===== src/rtl/player_motion_ctrl.sv =====
// rtl/player_motion_ctrl.sv - frame-tick player walk/jump/gravity/death FSM fed by collision arrows.
// Optional DOUBLE_JUMP_EN adds one mid-air jump per ground contact.
module player_motion_ctrl #(
   parameter logic [15:0] START_X       = 16'd32,
   parameter logic [15:0] START_Y       = 16'd100,
   parameter int          WALK_STEP     = 2,
   parameter int          JUMP_V        = 6,
   parameter int          MAX_FALL_V    = 3,
   parameter logic [15:0] X_MIN         = 16'd0,
   parameter logic [15:0] X_MAX         = 16'd304,
   parameter logic [15:0] Y_DEATH       = 16'd240,
   parameter int          RESPAWN_TICKS = 60
) (
   input  logic        clk,
   input  logic        rst,
   input  logic        frame_tick,
   input  logic        btn_left,
   input  logic        btn_right,
   input  logic        btn_jump,
   input  logic [3:0]  Collision_Arrow,
   output logic [31:0] Self_Coordinate,
   output logic [1:0]  motion_state,
   output logic        on_ground,
   output logic        dead_pulse
);

   localparam int CNT_W = $clog2(RESPAWN_TICKS + 1);
   localparam logic [CNT_W-1:0] CNT_LAST = CNT_W'(RESPAWN_TICKS - 1);
   localparam logic [15:0] STEP16  = 16'(WALK_STEP);
   localparam logic [3:0]  JUMP_V4 = 4'(JUMP_V);
   localparam logic [3:0]  MAXV4   = 4'(MAX_FALL_V);

   typedef enum logic [1:0] {
      ST_GROUND = 2'd0,
      ST_RISE   = 2'd1,
      ST_FALL   = 2'd2,
      ST_DEAD   = 2'd3
   } state_t;

   state_t           state_q, state_d;
   logic [15:0]      x_q, x_d, y_q, y_d;
   logic [3:0]       vy_q, vy_d;
   logic [CNT_W-1:0] cnt_q, cnt_d;
   logic             jump_prev_q, jump_prev_d;
   logic             dead_pulse_q, dead_pulse_d;
   logic             jump_edge, air_jump_ok;
   logic [16:0]      right_sum, fall_sum;

`ifdef DOUBLE_JUMP_EN
   logic             air_q, air_d;
`endif

   assign jump_edge = btn_jump && !jump_prev_q;
   assign right_sum = {1'b0, x_q} + {1'b0, STEP16};
   assign fall_sum  = {1'b0, y_q} + {13'd0, vy_q};

`ifdef DOUBLE_JUMP_EN
   assign air_jump_ok = jump_edge && air_q;
`else
   assign air_jump_ok = 1'b0;
`endif

   always_comb begin
      state_d      = state_q;
      x_d          = x_q;
      y_d          = y_q;
      vy_d         = vy_q;
      cnt_d        = cnt_q;
      jump_prev_d  = jump_prev_q;
      dead_pulse_d = 1'b0;
`ifdef DOUBLE_JUMP_EN
      air_d        = air_q;
`endif
      if (frame_tick) begin
         jump_prev_d = btn_jump;
         // Left compare is done before subtracting so x never wraps below X_MIN.
         if (state_q != ST_DEAD) begin
            if (btn_left && !btn_right && !Collision_Arrow[1]) begin
               x_d = (x_q >= X_MIN + STEP16) ? x_q - STEP16 : X_MIN;
            end else if (btn_right && !btn_left && !Collision_Arrow[0]) begin
               x_d = (right_sum > {1'b0, X_MAX}) ? X_MAX : right_sum[15:0];
            end
         end
         case (state_q)
            ST_GROUND: begin
               if (jump_edge) begin
                  state_d = ST_RISE;
                  vy_d    = JUMP_V4;
               end else if (!Collision_Arrow[2]) begin
                  state_d = ST_FALL;
                  vy_d    = 4'd0;
               end
            end
            ST_RISE: begin
               if (Collision_Arrow[3]) begin
                  state_d = ST_FALL;
                  vy_d    = 4'd0;
               end else if (air_jump_ok) begin
                  vy_d = JUMP_V4;
`ifdef DOUBLE_JUMP_EN
                  air_d = 1'b0;
`endif
               end else if ({12'd0, vy_q} > y_q) begin
                  y_d     = 16'd0;
                  state_d = ST_FALL;
                  vy_d    = 4'd0;
               end else begin
                  y_d = y_q - {12'd0, vy_q};
                  if (vy_q <= 4'd1) begin
                     state_d = ST_FALL;
                     vy_d    = 4'd0;
                  end else begin
                     vy_d = vy_q - 4'd1;
                  end
               end
            end
            ST_FALL: begin
               if (Collision_Arrow[2]) begin
                  state_d = ST_GROUND;
                  vy_d    = 4'd0;
`ifdef DOUBLE_JUMP_EN
                  air_d   = 1'b1;
`endif
               end else if (air_jump_ok) begin
                  state_d = ST_RISE;
                  vy_d    = JUMP_V4;
`ifdef DOUBLE_JUMP_EN
                  air_d   = 1'b0;
`endif
               end else begin
                  y_d  = fall_sum[15:0];
                  vy_d = (vy_q >= MAXV4) ? MAXV4 : vy_q + 4'd1;
                  if (fall_sum >= {1'b0, Y_DEATH}) begin
                     state_d      = ST_DEAD;
                     cnt_d        = '0;
                     dead_pulse_d = 1'b1;
                  end
               end
            end
            default: begin
               if (cnt_q == CNT_LAST) begin
                  x_d     = START_X;
                  y_d     = START_Y;
                  state_d = ST_FALL;
                  vy_d    = 4'd0;
                  cnt_d   = '0;
               end else begin
                  cnt_d = cnt_q + CNT_W'(1);
               end
            end
         endcase
      end
   end

   always_ff @(posedge clk) begin
      if (rst) begin
         state_q      <= ST_FALL;
         x_q          <= START_X;
         y_q          <= START_Y;
         vy_q         <= 4'd0;
         cnt_q        <= '0;
         jump_prev_q  <= 1'b0;
         dead_pulse_q <= 1'b0;
`ifdef DOUBLE_JUMP_EN
         air_q        <= 1'b1;
`endif
      end else begin
         state_q      <= state_d;
         x_q          <= x_d;
         y_q          <= y_d;
         vy_q         <= vy_d;
         cnt_q        <= cnt_d;
         jump_prev_q  <= jump_prev_d;
         dead_pulse_q <= dead_pulse_d;
`ifdef DOUBLE_JUMP_EN
         air_q        <= air_d;
`endif
      end
   end

   assign Self_Coordinate = {x_q, y_q};
   assign motion_state    = state_q;
   assign on_ground       = (state_q == ST_GROUND);
   assign dead_pulse      = dead_pulse_q;

endmodule

===== config.mk =====
export PLATFORM = sky130hd
export DESIGN_NAME = player_motion_ctrl
export DESIGN_NICKNAME = d
export VERILOG_FILES = /design/src/rtl/player_motion_ctrl.sv
export SDC_FILE = /design/constraint.sdc
export NUM_CORES = 1
export LEC_CHECK = 0
export CAP_MARGIN = 5
export CELL_PAD_IN_SITES_DETAIL_PLACEMENT = 1
export CELL_PAD_IN_SITES_GLOBAL_PLACEMENT = 2
export CORE_MARGIN = 3
export CORE_UTILIZATION = 33
export CTS_CLUSTER_SIZE = 30
export DETAILED_ROUTE_END_ITERATION = 8
export PLACE_DENSITY_LB_ADDON = 0.1
export SETUP_SLACK_MARGIN = 0.1
export SYNTH_ARGS = -nofsm -noshare
export SYNTH_HDL_FRONTEND = slang
export SYNTH_SLANG_ARGS = --single-unit

===== constraint.sdc =====
create_clock -name clk -period 3.4 [get_ports clk]
set_clock_uncertainty 0.15 [all_clocks]
set_input_delay 1.02 -clock clk [delete_from_list [all_inputs] [get_ports clk]]
set_output_delay 1.02 -clock clk [all_outputs]
set_load 0.005 [all_outputs]

==> results.md, run 1 <==
Floorplanning:
- The die extent in x is 120 um.
- The core area is 0.0127 mm2.
- The vertical die dimension is 120 um.
- The die area is 0.0145 mm2.
- The boundary pin count is 46.
- The count of standard-cell rows is 41.
- The initial cell density of the core is 34.0%.

Clock tree:
- The sink count of the clock tree is 46.
- The H-tree was split into 2 levels.
- TritonCTS built the clock tree.
- The root buffer cell chosen for the clock tree is sky130_fd_sc_hd__clkbuf_16.
- Post-CTS repair changed the size of 0 cells.
- The clock slew seen by the registers of the worst setup and hold paths is 0.07 ns.
- The clock latency of the later-clocked register in the worst-skew pair is 0.30 ns.
- The cts-stage hold buffer count is 0.
- In this run the post-CTS setup repair buffer count came out at 0.
- The number of buffers on the longest clock path is 2.
- The clock buffer count from CTS is 5.

Global route:
- The global-route wire length before repair is 27000 um.
- The initial antenna violation count is 0.
- The remaining global-route overflow is 0.
- Across every metal layer, demand over resource in global routing totals 23.2%.
- The via count of the first global-routing pass is 5021.
- Entering global routing, the biggest net connects 25 pins.

Route:
- For this block, the via count after detailed routing is 4829.
- The count of nets left with antenna violations once routing finished came out at 0.
- The first detailed-routing pass ran for 4 iterations.
- The detail-routed net length per standard cell is 20.0 um.
- In the routed design, unresolved DRC markers number 0.
- The final wirelength is 16500 um.
- The detailed router's first-iteration violation count is 309.
- Dividing the detail-routed via count by the number of cells gives 5.84.

Synthesis:
- The predominant post-synthesis flop cell is sky130_fd_sc_hd__dfxtp_1.
- By area the synthesized netlist is led by sky130_fd_sc_hd__dfxtp_1, sky130_fd_sc_hd__ha_1, sky130_fd_sc_hd__nor2_1.
- The distinct cell type count after synthesis is 85.
- The synthesized net count is 622.
- In this run, synthesis inferred 0 flip-flops with an integrated enable.
- The register bit count reported by yosys is 46.
- The fraction of synthesis flops using an asynchronous set or reset pin is 0%.
- Synthesis produced a netlist whose cell count is 590.
- After synthesis, the mean cell area works out to 7.33 um2.
- The cell taking the most area after synthesis is sky130_fd_sc_hd__dfxtp_1.
- The portion of synthesized cell area occupied by the leading cell type is 21.3%.
- The portion of the post-synthesis area used by sequential elements is 21.3%.
- The Yosys warning count is 0.
- The cell area after synthesis is 0.00432 mm2.

Layout:
- In the final design database the tool counted 686 nets.
- In the final layout, the share of cells above drive strength 1 is 13.4%.
- The library cell used most frequently in the layout, excluding fill and tap cells, is sky130_fd_sc_hd__nor2_1.
- The number of standard cells in the final layout excluding fillers is 827.
- Summing all multi-input logic gate instances after layout gives 0.00309 mm2.
- 0 antenna diodes ended up in the layout.
- Across the whole layout, storage elements account for 922 um2.
- The finished cells cover 0.00535 mm2.
- The filler cell count in the final layout is 1620.
- From synthesis to final layout, the design area changed by 23.7%.
- Leaving out fill and tap cells, the most frequent cells in the layout are sky130_fd_sc_hd__nor2_1, sky130_fd_sc_hd__buf_4, sky130_fd_sc_hd__nand2_1, sky130_fd_sc_hd__dfxtp_1, sky130_fd_sc_hd__clkdlybuf4s50_1.

Place:
- Detailed placement ended at an HPWL of 12800 um.
- After detailed placement, the total cell area comes to 0.00518 mm2.
- During placement, the flow inserted port buffers numbering 45.
- At the end of routability-driven placement, the weighted congestion stood at 0.862.
- The worst-case setup slack after placement is -0.0257 ns.
- The post-placement cell count is 819.

STA:
- After layout, the worst path uses 93.7% of the clock period.
- The worst path needs 3.18 ns of the cycle, external delays included.
- The upper clock frequency limit is 314 MHz.
- The least setup slack across all paths after layout is 0.215 ns.
- The worst slack on hold paths is 0.358 ns.
- In this run the tightest slew margin relative to its limit is 47.8%.
- The final hold violation count is 0.
- For the final routed database, the setup TNS stands at 0 ns.
- The final max-slew violation count is 0.
- Setup repair after global routing could not meet its margin everywhere.
- The actual transition at the worst max-transition pin is 0.776 ns.
- The final count of negative-setup-slack endpoints is 0.

Pwr:
- The maximum resistive drop on vdd is 0.000192 V.
- The power density normalized to cell area is 453 mW/mm2.
- Summed over all cells, the static leakage comes to 1.99 nW.

Worst setup path:
- The class of the most critical setup path is flop to flop.
- The signal on the critical path passes through ha_1 > inv_1 > fa_1 > o21ba_2 > o21ba_2 > nor4b_4 > o221a_2 > or4b_4 > o21a_1 > a211oi_1.
- STA classifies the critical path endpoint as a flop.
- The peak fanout along the critical path is 5.
- Together, buffers and inverters on the worst path number 1.
- The startpoint class of the critical path is a flop.
- The worst stage delay on the critical path is 0.52 ns.
- The data arrival time at the worst-slack endpoint is 3.26 ns.
- The depth of the critical timing path with buffers and inverters included is 10.
- The cell type with the highest occurrence count on the critical path is sky130_fd_sc_hd__o21ba_2.
- Among all stages on the critical path, the largest delay is contributed by sky130_fd_sc_hd__or4b_4.
- The depth of the worst register-to-register path is 10.
- Broken down by cell family, the worst path's largest delay share belongs to compound AO/OA/AOI/OAI gates.
- At the worst endpoint, the required time is 3.47 ns.

Min path:
- The cell depth of the worst hold path is 2.
- The kind of path behind the tightest hold check is flop to flop.

Flow run:
- Across the run, the number of max-cap violations was 0.

Outcome:
- The flow ran to the end, and the final reports show no timing, DRC or antenna violations.
report_power, final:
part | total, W | switching, W | internal [W]
combinational | 0.00123 | 0.000744 | 0.000483
clock | 0.000526 | 0.000233 | 0.000293
sequential | 0.000670 | 0.0000874 | 0.000582
total | 0.00242 | 0.00106 | 0.00136
area by class of cell:
cell class	instances	area share, %
multi-input cells	473	57.8
flip-flops and latches	46	17.2
repair buffers	98	16.1
well taps	172	4.03
clock buffers	7	2.67
inverters	30	2.11
clock inverters	1	0.0936
worst paths after layout:
check        slack, ns           to        start
min reg2reg       0.36  jump_prev_q  jump_prev_q
max reg2reg       0.22     cnt_q[0]       y_q[0]
min               0.36  jump_prev_q  jump_prev_q
max               0.22     cnt_q[0]       y_q[0]
sequential cells by signal, indices dropped and copies added, names as in the netlist:
name	count
x_q	16
y_q	16
dead_pulse	1
vy_q	4
cnt_q	6
jump_prev_q	1
motion_state	2
synthesized netlist by cell type (3+ instances only):
master and n:
sky130_fd_sc_hd__buf_2 10, sky130_fd_sc_hd__o21ai_0 34, sky130_fd_sc_hd__o311ai_0 4, sky130_fd_sc_hd__clkbuf_1 19, sky130_fd_sc_hd__mux2i_1 6, sky130_fd_sc_hd__o22ai_1 6
sky130_fd_sc_hd__a21o_1 8, sky130_fd_sc_hd__a31oi_1 15, sky130_fd_sc_hd__a32oi_1 3, sky130_fd_sc_hd__and4b_1 3, sky130_fd_sc_hd__a211o_1 3, sky130_fd_sc_hd__o221ai_1 5
sky130_fd_sc_hd__dfxtp_1 46, sky130_fd_sc_hd__nor2b_1 5, sky130_fd_sc_hd__xnor2_1 9, sky130_fd_sc_hd__o31ai_1 6, sky130_fd_sc_hd__o211ai_1 5, sky130_fd_sc_hd__and3_1 9
sky130_fd_sc_hd__o21a_1 4, sky130_fd_sc_hd__o21bai_1 3, sky130_fd_sc_hd__nand2b_1 7, sky130_fd_sc_hd__nand3b_1 4, sky130_fd_sc_hd__a311oi_1 3, sky130_fd_sc_hd__a22oi_1 5
sky130_fd_sc_hd__a211oi_1 10, sky130_fd_sc_hd__or4_1 5, sky130_fd_sc_hd__nand4_1 10, sky130_fd_sc_hd__buf_1 3, sky130_fd_sc_hd__a32o_1 3, sky130_fd_sc_hd__ha_1 20
sky130_fd_sc_hd__nand3_1 19, sky130_fd_sc_hd__nor4_1 6, sky130_fd_sc_hd__inv_1 29, sky130_fd_sc_hd__and2_1 5, sky130_fd_sc_hd__or3_1 5, sky130_fd_sc_hd__nand2_1 45
sky130_fd_sc_hd__a21oi_1 35, sky130_fd_sc_hd__a221o_1 3, sky130_fd_sc_hd__nor3b_1 4, sky130_fd_sc_hd__and4_1 4, sky130_fd_sc_hd__nor3_1 39, sky130_fd_sc_hd__xor2_1 4
sky130_fd_sc_hd__buf_6 3, sky130_fd_sc_hd__nor2_1 63
metrics by stage:
stage / util, % / total power (W)
2_1_floorplan: - / 0.00139
3_3_place_gp: 40.7 / 0.00186
3_5_place_dp: 40.7 / 0.00189
4_1_cts: 41.9 / 0.00244
5_1_grt: 42.0 / 0.00260
6_report: 42.0 / 0.00242
cells by family (layout without fill, tap and decap cells):
kind of cell	count (synthesis)	in the layout	share of synthesized area [%]
AO/OA/AOI/OAI	178	178	28.5
XOR/XNOR	13	13	2.63
adder cells (fa/ha/maj)	22	22	6.71
buffers and inverters	71	136	7.67
flip-flops	46	46	21.3
multiplexers	6	6	1.39
AND/OR/NAND/NOR	254	254	31.8
worst min-delay path, delay by kind of cell (launching register included):
family,cells,cell delay (ns)
mux,1,0.07
flops,1,0.33
simple gates,1,0.07
metal layers:
metal | GRT usage [%] | wire [um] | share of wire, % | vias to the layer above
met1 | 27.4 | 6930 | 42 | 2383
met3 | 3.27 | 533 | 3.2 | 19
met2 | 42.8 | 8760 | 53 | 102
li1 | - | - | - | 2325
met5 | 0 | 0 | 0 | -
met4 | 7.79 | 310 | 1.9 | 0
Note: power is estimated with default switching activity, not from simulation.
==> run 2: changes to the inputs <==
- CORE_UTILIZATION: 33 -> 37
- DONT_BUFFER_PORTS: default -> 1
==> run 2 against run 1 <==
  * Cell count down 12%
  * Sequential power is essentially flat
  * Largest power group unchanged
  * Count of clock-buffer cells in the layout is the same
  * Hold slack improved by 0.018 ns
==> results.md, run 2 (same netlist as run 1, synthesis figures left out) <==
Global route:
- The global routing usage on met1 is 27.7% (+0.31 points).
- The initial antenna violation count was 0 (unchanged).
- The remaining global-route overflow is 0 (unchanged).
- The largest net degree at the start of global routing is 41 (+64%).
- The met2 usage in global routing is 45.4% (+2.6 points).
- The aggregate global-route resource usage was 24.9% (+1.8 points).
- The global-route track usage on met3 came to 5.18% (+1.9 points).
- The global-route wire length before repair is 26200 um (-3.0%).
- met2 is the most crowded layer.
- The via count of the first global-routing pass is 4976 (-0.90%).

Layout:
- The area growth from synthesis to layout is 8.74%.
- The library cells used most frequently in the layout, excluding fill and tap cells, are sky130_fd_sc_hd__nor2_1, sky130_fd_sc_hd__nand2_1, sky130_fd_sc_hd__dfxtp_1.
- The final design area excluding fillers was 0.00470 mm2 (-12%).
- The area of all sequential standard cells is 928 um2 (+0.68%).
- The number of nets in the final layout was 621 (-9.5%).
- The fraction of layout instances using a drive strength above 1 is 12.0% (-1.4 points).
- In the final layout, the registers with the most flip-flops are x_q: 16 flops, y_q: 16 flops, cnt_q: 6 flops.
- The filler cell count in the final layout is 1423 (-12%).
- The commonest non-fill, non-tap cell in the layout is sky130_fd_sc_hd__nor2_1.
- The total area of multi-input combinational cells is 0.00309 mm2 (about the same).
- The antenna cell count is 0 (unchanged).

Worst setup path:
- The cell type with the highest occurrence count on the critical path is sky130_fd_sc_hd__o21ba_2.
- STA classifies the critical path endpoint as a flop.
- The class of the most critical setup path is flop to flop.
- The data arrival time at the worst-slack endpoint is 3.14 ns (-0.12 ns).
- Traced cell by cell, the critical path runs through inv_1 > ha_1 > o21ba_2 > o21ba_2 > nor4b_4 > o221a_2 > or4b_4 > o21a_1 > a211oi_1.
- The cell with the largest stage delay on the worst path is sky130_fd_sc_hd__or4b_4.
- The worst stage delay on the critical path is 0.51 ns (about the same).
- The critical path data required time came to 3.47 ns (about the same).
- The peak fanout along the critical path is 7 (+2).
- The worst setup path is launched from a flop.

STA:
- The actual transition at the worst max-transition pin was 0.742 ns (-0.0341 ns).
- The worst-case headroom to the max-slew limit is 50.5% (+2.7 points).
- The final max-slew violation count is 0 (unchanged).
- The sum of negative setup slack is 0 ns (unchanged).
- The upper clock frequency limit is 326 MHz (+3.7%).
- The final count of negative-setup-slack endpoints came to 0 (unchanged).
- The post-route minimum period is 3.07 ns (-0.113 ns).
- The period utilization is 90.3% (-3.3 points).
- Setup repair after global routing left no endpoint under its margin.
- The final hold violation count is 0 (unchanged).

Floorplanning:
- The die area came to 0.0130 mm2 (-10%).
- The vertical die dimension came to 114 um (-5.3%).
- The initial cell density of the core is 38.9% (+4.9 points).
- The die extent in x is 114 um (-5.3%).
- The core area is 0.0111 mm2 (-13%).
- The count of standard-cell rows came to 38 (-7.3%).
- The boundary pin count is 46 (unchanged).

Outcome:
- The flow ran to the end, and the final reports show no timing, DRC or antenna violations.

Route:
- The first-pass iteration count of the detailed router is 4 (unchanged).
- The final wirelength is 15800 um (-4.7%).
- The vias after detailed routing is 4582 (-5.1%).
- The DRC violation count after routing is 0 (unchanged).
- The detail-routed net length per standard cell came to 21.6 um (+8.0%).
- The via density per instance is 6.28 (+7.5%).
- The detailed router's first-iteration violation count is 269 (-13%).
- The number of nets with antenna violations after detailed routing is 0 (unchanged).

Pwr:
- The combinational share of power came to 47.7% (-3.0 points).
- The power density normalized to cell area is 487 mW/mm2 (+7.4%).
- The clock power share is 23.1% (+1.4 points).
- The maximum resistive drop on vdd was 0.000216 V (+13%).
- The total net switching power is 0.00103 W (-3.0%).
- The sequential group share of total power came to 29.2% (+1.6 points).
- The leakage power is 1.73 nW (-13%).
- The internal power consumption is 0.00125 W (-7.6%).
- The fraction of power spent switching nets is 45.2% (+1.2 points).

Clock tree:
- The clock slew seen by the registers of the worst setup and hold paths is 0.07 ns (about the same).
- The cts-stage hold buffer count came to 0 (unchanged).
- The TritonCTS clock tree is done.
- The number of buffers on the longest clock path is 2 (unchanged).
- The number of H-tree branching levels is 2 (unchanged).
- The sink count of the clock tree is 46 (unchanged).
- The clock buffer count from CTS is 5 (unchanged).
- The clock latency of the later-clocked register in the worst-skew pair is 0.30 ns (about the same).
- In this run the clock root is driven by a sky130_fd_sc_hd__clkbuf_16.

Place:
- The final HPWL from detailed placement is 11900 um (-6.8%).
- The global placer's final weighted congestion is 0.864 (+0.20%).
- The port buffer count came to 0 (-100%).
- The standard cell area after detailed placement is 0.00452 mm2 (-13%).

Flow run:
- The max-capacitance violation count is 0 (unchanged).

Min path:
- The worst hold path belongs to the class flop to flop.
-- run 2: changes by cell type in the layout (fill, tap and decap cells not counted), sizes merged --
| cell | previous run | this run |
|---|---|---|
| clkdlybuf4s50 | 45 | 0 |
| buf | 53 | 33 |
-- run 2: cell type report --
class / count / area share (%)
Timing Repair Buffer: 33 / 5.27
Inverter: 30 / 2.40
Clock buffer: 7 / 3.03
Sequential cell: 46 / 19.7
Clock inverter: 1 / 0.106
Tap cell: 140 / 3.73
Multi-Input combinational cell: 473 / 65.7
-- run 2: worst paths after layout --
kind / from / to / slack [ns] / cells after the start
max: vy_q[2] / cnt_q[0] / 0.33 / 9
min: jump_prev_q / jump_prev_q / 0.38 / 2
max reg2reg: vy_q[2] / cnt_q[0] / 0.33 / 9
min reg2reg: jump_prev_q / jump_prev_q / 0.38 / 2
-- run 2: worst max-delay path, delay by kind of cell, from the launching register on --
family / cells / cell delay, ns
AOI/OAI and AO/OA: 5 / 1.14
adders and majority gates: 1 / 0.40
buffers and inverters: 1 / 0.13
DFF: 1 / 0.41
and+or+nand+nor: 2 / 0.75
-- run 2: power by group through the flow --
stage,Combinational (W),Clock (W),Sequential [W]
4_1_cts,0.00108,0.000543,0.000665
2_1_floorplan,0.000745,0,0.000646
5_1_grt,0.00121,0.000569,0.000678
3_5_place_dp,0.00107,0,0.000678
6_report,0.00109,0.000528,0.000668
3_3_place_gp,0.00105,0,0.000675
-- run 2: timing repair --
action                     in CTS  in global routing
resized for setup               0                  9
buffers inserted                0                  1
setup endpoints to repair       0                  6
-- run 2: metrics by stage --
step / hold slack, ns / total power, W / std cells / util, % / worst slack, ns
final: 0.376 / 0.00229 / 730 / 42.3 / 0.329
after global routing: 0.409 / 0.00246 / 730 / 42.3 / 0.143
after detailed placement: 0.351 / 0.00175 / 721 / 40.6 / 0.125
after global placement: 0.331 / 0.00173 / 721 / 40.6 / 0.217
after CTS: 0.373 / 0.00229 / 729 / 41.9 / 0.122
after floorplan: 0.315 / 0.00139 / 590 / - / 0.406
-- run 2: per-layer routing --
layer | up-vias | share of wire [%]
met5 | - | 0
met4 | 0 | 3.7
met1 | 2251 | 41
met2 | 101 | 51
met3 | 40 | 4.2
li1 | 2190 | -
==> run 3: changes to the inputs <==
--- a/config.mk
+++ b/config.mk
@@ -15,4 +15,5 @@
 export DONT_BUFFER_PORTS = 1
 export PLACE_DENSITY_LB_ADDON = 0.1
+export RECOVER_POWER = 50
 export SETUP_SLACK_MARGIN = 0.1
 export SYNTH_ARGS = -nofsm -noshare
==> constraint.sdc (replaced) <==
create_clock -name clk -period 3.4 [get_ports clk]
set_clock_uncertainty 0.15 [all_clocks]
set_input_delay 0.34 -clock clk [delete_from_list [all_inputs] [get_ports clk]]
set_output_delay 0.34 -clock clk [all_outputs]
set_load 0.005 [all_outputs]
==> run 3 against run 2 <==
  * Via count is 0.28% lower
  * Largest cell class unchanged
  * Fmax decreased by 3.7%
  * Flip-flop and latch count unchanged
  * Cell area decreased by 1.4%
==> results.md, run 3 (same netlist as run 1, synthesis figures left out) <==
STA:
- The final max-slew violation count is 0 (unchanged).
- The upper clock frequency limit is 314 MHz (-3.7%).
- The sum of negative setup slack came to 0 ns (unchanged).
- The worst-case headroom to the max-slew limit came to 27.6% (-23 points).
- The final hold violation count is 0 (unchanged).
- The post-route minimum period is 3.19 ns (+0.118 ns).
- The period utilization was 93.8% (+3.5 points).
- The actual transition at the worst max-transition pin was 1.08 ns (+0.340 ns).
- The final count of negative-setup-slack endpoints is 0 (unchanged).
- Setup repair after global routing left no endpoint under its margin.

Worst setup path:
- Among the stages of the critical path, the cell type that occurs most often is sky130_fd_sc_hd__o21ba_2.
- The number of buffers and inverters on the critical path is 1 (unchanged).
- The worst setup path is captured at a flop.
- The slack of the worst reg-to-reg path is 0.21 ns (-0.12 ns).
- The class of the most critical setup path is flop to flop.
- The data arrival time at the worst-slack endpoint is 3.25 ns (+0.11 ns).
- The peak fanout along the critical path was 5 (-2).
- Traced cell by cell, the critical path runs through ha_1 > inv_1 > fa_1 > o21ba_2 > o21ba_2 > nor4b_4 > o221a_2 > or4b_4 > o21a_1 > a211oi_1.
- The startpoint identified for the worst register-to-register timing path is y_q[0].
- The startpoint class of the critical path is a flop.
- The critical path data required time was 3.46 ns (about the same).
- In this design, the largest share of critical-path delay is due to compound AO/OA/AOI/OAI gates.
- Tracing the worst setup path back leads to its startpoint at y_q[0].
- The cell with the largest stage delay on the worst path is sky130_fd_sc_hd__or4b_4.
- The worst stage delay on the critical path came to 0.50 ns (about the same).

Floorplanning:
- The die extent in x is 114 um (unchanged).
- The vertical die dimension is 114 um (unchanged).
- The initial cell density of the core came to 38.9% (unchanged).
- The count of standard-cell rows was 38 (unchanged).
- The die area is 0.0130 mm2 (unchanged).
- The boundary pin count was 46 (unchanged).
- The core area is 0.0111 mm2 (unchanged).

Pwr:
- The fraction of power spent switching nets is 45.6% (+0.43 points).
- The maximum resistive drop on vdd is 0.000196 V (-9.3%).
- The internal power consumption is 0.00124 W (-1.5%).
- The leakage power came to 1.68 nW (-3.4%).
- The total net switching power came to 0.00104 W (+0.26%).
- The combinational share of power is 46.4% (-1.3 points).
- The sequential group share of total power is 29.8% (+0.6 points).
- The power density normalized to cell area is 490 mW/mm2 (+0.74%).
- The clock power share is 23.8% (+0.7 points).

Global route:
- The aggregate global-route resource usage is 24.8% (-0.13 points).
- The largest net degree at the start of global routing came to 24 (-41%).
- The remaining global-route overflow was 0 (unchanged).
- The global-route wire length before repair is 25900 um (-1.2%).
- The via count of the first global-routing pass was 4840 (-2.7%).
- The initial antenna violation count is 0 (unchanged).

Place:
- The global placer's final weighted congestion is 0.862 (-0.28%).
- The port buffer count is 0 (unchanged).
- The standard cell area after detailed placement is 0.00448 mm2 (-0.83%).
- The final HPWL from detailed placement came to 11700 um (-1.3%).

Layout:
- The area of all sequential standard cells is 927 um2 (-0.13%).
- The library cells used most frequently in the layout, excluding fill and tap cells, are sky130_fd_sc_hd__nor2_1, sky130_fd_sc_hd__nand2_1, sky130_fd_sc_hd__dfxtp_1.
- The number of nets in the final layout is 618 (-0.48%).
- The commonest non-fill, non-tap cell in the layout is sky130_fd_sc_hd__nor2_1.
- The largest registers in the layout are x_q: 16 flops, y_q: 16 flops, cnt_q: 6 flops.
- The final design area excluding fillers was 0.00463 mm2 (-1.4%).
- Relative to the synthesized area, the layout overhead comes to 7.21%.
- The fraction of layout instances using a drive strength above 1 is 9.20% (-2.8 points).
- The antenna cell count is 0 (unchanged).
- The total area of multi-input combinational cells is 0.00308 mm2 (-0.36%).
- The filler cell count in the final layout is 1414 (-0.63%).

Route:
- The vias after detailed routing is 4569 (-0.28%).
- The detailed router's first-iteration violation count was 206 (-23%).
- The number of nets with antenna violations after detailed routing is 0 (unchanged).
- The final wirelength came to 15900 um (+0.60%).
- The DRC violation count after routing is 0 (unchanged).
- The via density per instance is 6.28 (+0.13%).
- The first-pass iteration count of the detailed router is 4 (unchanged).
- The detail-routed net length per standard cell is 21.8 um (+1.0%).

Clock tree:
- The clock latency of the later-clocked register in the worst-skew pair came to 0.31 ns (about the same).
- The clock buffer count from CTS came to 5 (unchanged).
- The sink count of the clock tree is 46 (unchanged).
- The number of buffers on the longest clock path was 2 (unchanged).
- The TritonCTS clock tree is done.
- The number of H-tree branching levels is 2 (unchanged).
- The cell at the root of the clock tree is sky130_fd_sc_hd__clkbuf_16.
- The clock slew seen by the registers of the worst setup and hold paths was 0.07 ns (about the same).

Min path:
- In this run the most critical hold path is launched from frame_tick.
- The kind of path behind the tightest hold check is input port to flop.

Outcome:
- The flow ran to the end, and the final reports show no timing, DRC or antenna violations.

Flow run:
- The max-capacitance violation count was 0 (unchanged).
## run 3: changes by cell type in the layout (fill, tap and decap cells not counted), sizes merged
cell / change
clkbuf: +9
dlygate4sd3: +1
buf: -14
clkinvlp: +1
## run 3: per-stage QoR
step / std cells / hold WS [ns] / utilization, % / power [W] / worst slack (ns)
global placement: 716 / 0.270 / 40.3 / 0.00171 / 0.205
floorplan: 590 / 0.315 / - / 0.00139 / 0.406
finish: 727 / 0.0218 / 41.7 / 0.00227 / 0.211
global route: 727 / 0.0339 / 41.7 / 0.00243 / 0.0661
CTS: 725 / 0.0181 / 41.7 / 0.00229 / 0.130
detailed placement: 716 / 0.270 / 40.3 / 0.00173 / 0.141
## run 3: final timing paths
kind,to,depth (start not counted)
min,x_q[10],2
min reg2reg,jump_prev_q,2
max reg2reg,cnt_q[5],10
max,cnt_q[5],10
## run 3: cell type report
| cell class | count | area share, % |
|---|---|---|
| Inverter | 30 | 2.43 |
| Tap cell | 140 | 3.78 |
| Timing Repair Buffer | 30 | 4.10 |
| Clock buffer | 6 | 3.00 |
| Sequential cell | 46 | 20.0 |
| Clock inverter | 2 | 0.270 |
| Multi-Input combinational cell | 473 | 66.4 |
## run 3: power groups by stage
| stage | Clock, W | Combinational (W) | Sequential [W] |
|---|---|---|---|
| finish | 0.000540 | 0.00106 | 0.000677 |
| CTS | 0.000553 | 0.00106 | 0.000677 |
| floorplan | 0 | 0.000745 | 0.000646 |
| global route | 0.000574 | 0.00116 | 0.000690 |
| detailed placement | 0 | 0.00104 | 0.000689 |
| global placement | 0 | 0.00103 | 0.000685 |
## run 3: per-layer routing
| layer | share of wire [%] | global-route usage (%) |
|---|---|---|
| met4 | 2.6 | 10.4 |
| met1 | 41 | 28.0 |
| met3 | 4.7 | 4.12 |
| met2 | 52 | 45.9 |
| met5 | 0 | 0 |
## run 3: repair_timing
item	CTS	global route
hold buffers	1	0
endpoints found under the setup margin	0	8
endpoints found under the hold margin	23	0
setup buffers	0	2
gates resized for setup	0	7
